$ cat config.mk
export PLATFORM = sky130hd
export DESIGN_NAME = divider
export DESIGN_NICKNAME = d
export VERILOG_FILES = /design/src/rtl/divider.sv
export SDC_FILE = /design/constraint.sdc
export NUM_CORES = 1
export LEC_CHECK = 0
export ABC_AREA = 1
export ABC_CLOCK_PERIOD_IN_PS = 2350
export CORE_ASPECT_RATIO = 0.7
export CORE_UTILIZATION = 35
export CTS_BUF_LIST = sky130_fd_sc_hd__clkbuf_4 sky130_fd_sc_hd__clkbuf_8
export DETAILED_ROUTE_END_ITERATION = 8
export GPL_TIMING_DRIVEN = 0
export SLEW_MARGIN = 40
export SYNTH_ARGS = -nofsm -noshare
export SYNTH_HDL_FRONTEND = slang
export SYNTH_SLANG_ARGS = --single-unit
$ cat constraint.sdc
create_clock -name clk -period 2.35 [get_ports clk]
set_input_delay 0.47 -clock clk [delete_from_list [all_inputs] [get_ports clk]]
set_output_delay 0.47 -clock clk [all_outputs]
set_load 0.01 [all_outputs]
$ cat src/rtl/divider.sv
// Multi-cycle restoring divider: one quotient bit per clock, signed or unsigned.
// Divide-by-zero and the signed overflow case bypass the iteration and finish in one cycle.
module divider #(
  parameter int WIDTH = 8
) (
  input  logic             clk,
  input  logic             rst_n,
  input  logic             start,
  input  logic             is_signed,
  input  logic [WIDTH-1:0] dividend,
  input  logic [WIDTH-1:0] divisor,
  output logic             busy,
  output logic             done,
  output logic [WIDTH-1:0] quotient,
  output logic [WIDTH-1:0] remainder,
  output logic             div_by_zero
);

  localparam int CW = $clog2(WIDTH);
  localparam logic [WIDTH-1:0] MOST_NEG = {1'b1, {(WIDTH-1){1'b0}}};

  typedef enum logic [1:0] {IDLE, RUN, DONE} state_t;

  state_t           state_reg, state_next;
  logic [CW-1:0]    count_reg;
  logic [WIDTH-1:0] rem_reg, quo_reg, dvs_reg;
  logic             neg_q_reg, neg_r_reg;
  logic [WIDTH-1:0] quotient_reg, remainder_reg;
  logic             dbz_reg;

  logic             accept, div_zero, overflow, last, qbit;
  logic [WIDTH-1:0] dvd_mag, dvs_mag, rem_step, quo_step, q_final, r_final;
  logic [WIDTH:0]   shifted, diff;

  assign accept   = start && (state_reg != RUN);
  assign div_zero = (divisor == '0);
  assign overflow = is_signed && (dividend == MOST_NEG) && (divisor == '1);
  // Magnitude of the most-negative value still fits as an unsigned WIDTH-bit number.
  assign dvd_mag  = (is_signed && dividend[WIDTH-1]) ? -dividend : dividend;
  assign dvs_mag  = (is_signed && divisor[WIDTH-1])  ? -divisor  : divisor;

  // Trial subtract; a borrow in the top bit means restore the shifted remainder.
  assign shifted  = {rem_reg, quo_reg[WIDTH-1]};
  assign diff     = shifted - {1'b0, dvs_reg};
  assign qbit     = ~diff[WIDTH];
  assign rem_step = qbit ? diff[WIDTH-1:0] : shifted[WIDTH-1:0];
  assign quo_step = {quo_reg[WIDTH-2:0], qbit};
  assign last     = (count_reg == CW'(WIDTH-1));
  assign q_final  = neg_q_reg ? -quo_step : quo_step;
  assign r_final  = neg_r_reg ? -rem_step : rem_step;

  always_ff @(posedge clk or negedge rst_n) begin
    if (!rst_n) state_reg <= IDLE;
    else        state_reg <= state_next;
  end

  always_comb begin
    state_next = state_reg;
    case (state_reg)
      IDLE, DONE: begin
        if (start) state_next = (div_zero || overflow) ? DONE : RUN;
        else       state_next = IDLE;
      end
      RUN:     state_next = last ? DONE : RUN;
      default: state_next = IDLE;
    endcase
  end

  always_comb begin
    busy = (state_reg == RUN);
    done = (state_reg == DONE);
  end

  always_ff @(posedge clk or negedge rst_n) begin
    if (!rst_n) begin
      count_reg     <= '0;
      rem_reg       <= '0;
      quo_reg       <= '0;
      dvs_reg       <= '0;
      neg_q_reg     <= 1'b0;
      neg_r_reg     <= 1'b0;
      quotient_reg  <= '0;
      remainder_reg <= '0;
      dbz_reg       <= 1'b0;
    end else if (accept) begin
      count_reg <= '0;
      rem_reg   <= '0;
      quo_reg   <= dvd_mag;
      dvs_reg   <= dvs_mag;
      neg_q_reg <= is_signed & (dividend[WIDTH-1] ^ divisor[WIDTH-1]);
      neg_r_reg <= is_signed & dividend[WIDTH-1];
      if (div_zero) begin
        quotient_reg  <= '1;
        remainder_reg <= dividend;
        dbz_reg       <= 1'b1;
      end else if (overflow) begin
        quotient_reg  <= dividend;
        remainder_reg <= '0;
        dbz_reg       <= 1'b0;
      end
    end else if (state_reg == RUN) begin
      count_reg <= count_reg + CW'(1);
      rem_reg   <= rem_step;
      quo_reg   <= quo_step;
      if (last) begin
        quotient_reg  <= q_final;
        remainder_reg <= r_final;
        dbz_reg       <= 1'b0;
      end
    end
  end

  assign quotient    = quotient_reg;
  assign remainder   = remainder_reg;
  assign div_by_zero = dbz_reg;

endmodule

==> run metrics <==
clock period minus final worst setup slack=2388 ps; hold buffers post-CTS=0; Die X=around 120 um; final core utilization=approximately half; largest cells by area after synthesis=dfrtp_1 (36%), nand2_1 (11%), inv_1 (6.6%), ha_1 (5.7%), nand3_1 (5.6%); Setup WS post-layout=-38.32 ps; Final Setup Violations=2; number of buffers added on ports=38; Skew-Pair Late Insertion Delay=approximately 320 ps; Worst-Margin Slew=556.8 ps; fmax=about 0.42 GHz; filler cell count=876; Post-DP HPWL=7.266 mm; share of post-route cells with drive strength above 1=around 24%; CTS root buf=clkbuf_8; Synth Area per Inst=between 7 and 8 um^2; net count after synthesis=470; YS warnings=0; nets@finish=between 500 and 600; RSZ-0062 raised after global routing=yes; first-pass GRT wire length=roughly 16 mm; R2R depth=16; FF-to-FF setup slack=-40 ps; post-route clock period utilization=101.6%; H-Tree Depth=2; #FFs+latches synth=48; antenna violations before repair=0; R2R Path Start=quo_reg[7]$_DFFE_PN0P_; Netlist cell types=37; Critical Path End Type=register; final hold violation count=0; Max-cap violations=0; die area=between 9000 and 10000 um^2; Vias=approximately 3200; site row count=29; vias in the first global route=about 3000; Synth top area share=between 30% and 40%; num ports=39; clk slew on worst S/H paths=100 ps; GR Util All Layers=between 20% and 30%; final wirelength=between 9 and 10 mm; Area Growth Syn to Fin=35.66%; Worst R2R End=quotient[4]$_DFFE_PN0P_; Synth Instances=about 430; routability congestion estimate=approximately 0.9; Layout Skew=12.29 ps; DRT Pass-1 Iters=5; fin. max-slew vios=0; Final ANT Viol Nets=0; Worst EP required=about 2600 ps; Inserted Diodes=0; critical path launch point=quo_reg[7]$_DFFE_PN0P_; die height=slightly above 80 um; core area=about 9100 um^2; outcome=finished with violations; CTS Buf Count=5; CP endpoint=quotient[4]$_DFFE_PN0P_; Hold WS=about 36 ps; Via density=a little over 5; Slew HR=around 63%; worst-path fanout max=7; CTS Buffer Depth=2; WL/cell=around 16 um; Synth area leader=dfrtp_1; WS Path Type=register to register; synthesized cell area=~3300 um^2; Reg area=between 1000 and 1500 um^2; drt first-iter violations=~220; DRC violations left=0; largest net degree at the start of global routing=27; CP startpoint kind=register; Starting Density=36.17%; gr ovfl total=0; Num Clock Sinks=48; crit path DAT=2640 ps; register area share after synthesis=approximately 36%; TritonCTS clock tree=yes; worst hold path type=input pin to asynchronous set/reset pin; failing checks=setup timing; Multi-input gate area=around 2100 um^2
[logic make-up after synthesis]
group | after synthesis | share of synthesized area [%]
simple gates | 202 | 30.23
compound gates | 81 | 14.81
buf+inv | 74 | 8.735
flops | 48 | 36.46
fa+ha+maj | 16 | 6.305
xor+xnor | 13 | 3.456
[cell type report]
| type | count | share of cell area, % |
|---|---|---|
| Multi-Input combinational cell | 312 | 47.70 |
| Sequential cell | 48 | 26.88 |
| Timing Repair Buffer | 64 | 13.19 |
| Inverter | 63 | 5.403 |
| Tap cell | 124 | 3.471 |
| Clock buffer | 7 | 2.016 |
| Buffer | 11 | 1.176 |
| Clock inverter | 1 | 0.1680 |
[stage by stage]
stage / TNS [ps] / setup slack (ps) / instances / cell area (um^2)
2_1_floorplan: 0 / 25.85 / 434 / 3314
3_3_place_gp: -40440 / -680.8 / 596 / 3850
3_5_place_dp: -8521 / -456.6 / 597 / 3867
4_1_cts: -65.31 / -18.74 / 614 / 4146
5_1_grt: -1488 / -140.6 / 630 / 4469
6_report: -46.75 / -38.32 / 630 / 4469
[layout by cell type, fill, tap and decap left out, types with 5 or more instances in the layout]
| cell type | instances |
|---|---|
| ha_4 | 7 |
| clkbuf_1 | 7 |
| inv_1 | 54 |
| inv_2 | 6 |
| nand2_2 | 16 |
| o22ai_1 | 9 |
| o221ai_1 | 5 |
| nor3_1 | 7 |
| o21ai_0 | 27 |
| dfrtp_1 | 48 |
| xor2_1 | 12 |
| a21oi_2 | 5 |
| nand3_2 | 10 |
| a21oi_1 | 14 |
| clkdlybuf4s50_1 | 37 |
| nand2_4 | 12 |
| nand3_4 | 6 |
| nand2_1 | 83 |
| clkbuf_8 | 6 |
| buf_4 | 25 |
| nor2_1 | 21 |
| nand3_1 | 27 |
| o21ai_1 | 5 |
| ha_1 | 8 |
[worst min path at each step]
stage / to / cells past startpoint / startpoint / slack [ps]
finish: remainder[4]$_DFFE_PN0P_ / 1 / rst_n / 40
global placement: div_by_zero$_DFFE_PN0P_ / 2 / div_by_zero$_DFFE_PN0P_ / 460
CTS: remainder[4]$_DFFE_PN0P_ / 1 / rst_n / 30
global route: remainder[4]$_DFFE_PN0P_ / 1 / rst_n / 50
floorplan: count_reg[0]$_DFFE_PN0P_ / 0 / rst_n / 170
detailed placement: remainder[4]$_DFFE_PN0P_ / 1 / rst_n / 390
[critical path, cell delays in order, from the launching register on]
cell and delay (ps):
dfrtp_1 380, inv_2 80, ha_4 140, inv_4 40
fa_2 340, nand2_2 70, nand2_2 70, nand3_4 110
nand2_4 80, nand2_4 120, nand2_8 90, ha_4 180
nand3_2 80, nand2_2 70, xor2_1 160, a22o_1 200
o21ai_1 110
[synthesized netlist by cell type]
master	number
nor2_2	3
xor2_1	12
a31oi_1	2
o31ai_1	2
a21oi_2	2
nand2_8	1
nor2_4	1
nor3_1	8
o2111ai_1	2
clkinv_1	1
o221ai_1	5
dfrtp_1	48
nand3_1	37
nor2_1	25
a21oi_1	18
o21ai_1	1
or2_2	1
buf_6	1
o21ai_0	33
inv_2	4
inv_1	58
o211ai_1	2
o22ai_1	9
clkbuf_1	8
a22o_1	3
nand2_1	94
a21oi_4	1
fa_1	1
a22oi_1	1
nand3_2	6
nand4_1	4
nand2_2	10
ha_1	15
buf_2	2
nand3b_1	4
xnor2_1	1
nand2_4	8
[repair_timing]
| item | in CTS | in global routing |
|---|---|---|
| endpoints found under the setup margin | 17 | 30 |
| pin swaps | 14 | 28 |
| buffers inserted | 9 | 16 |
| gates resized for setup | 23 | 49 |
[metal layers]
| metal | track usage, % | vias to the layer above | wire (um) |
|---|---|---|---|
| li1 | - | 1584 | - |
| met1 | 32.32 | 1544 | 5227 |
| met2 | 28.88 | 106 | 3958 |
| met3 | 3.571 | 8 | 645 |
| met4 | 3.497 | 0 | 61 |
| met5 | 0 | - | 0 |
Power is left out: the tool's default activity adds up to more than one toggle a clock period on the data nets, which glitch-free logic cannot reach.
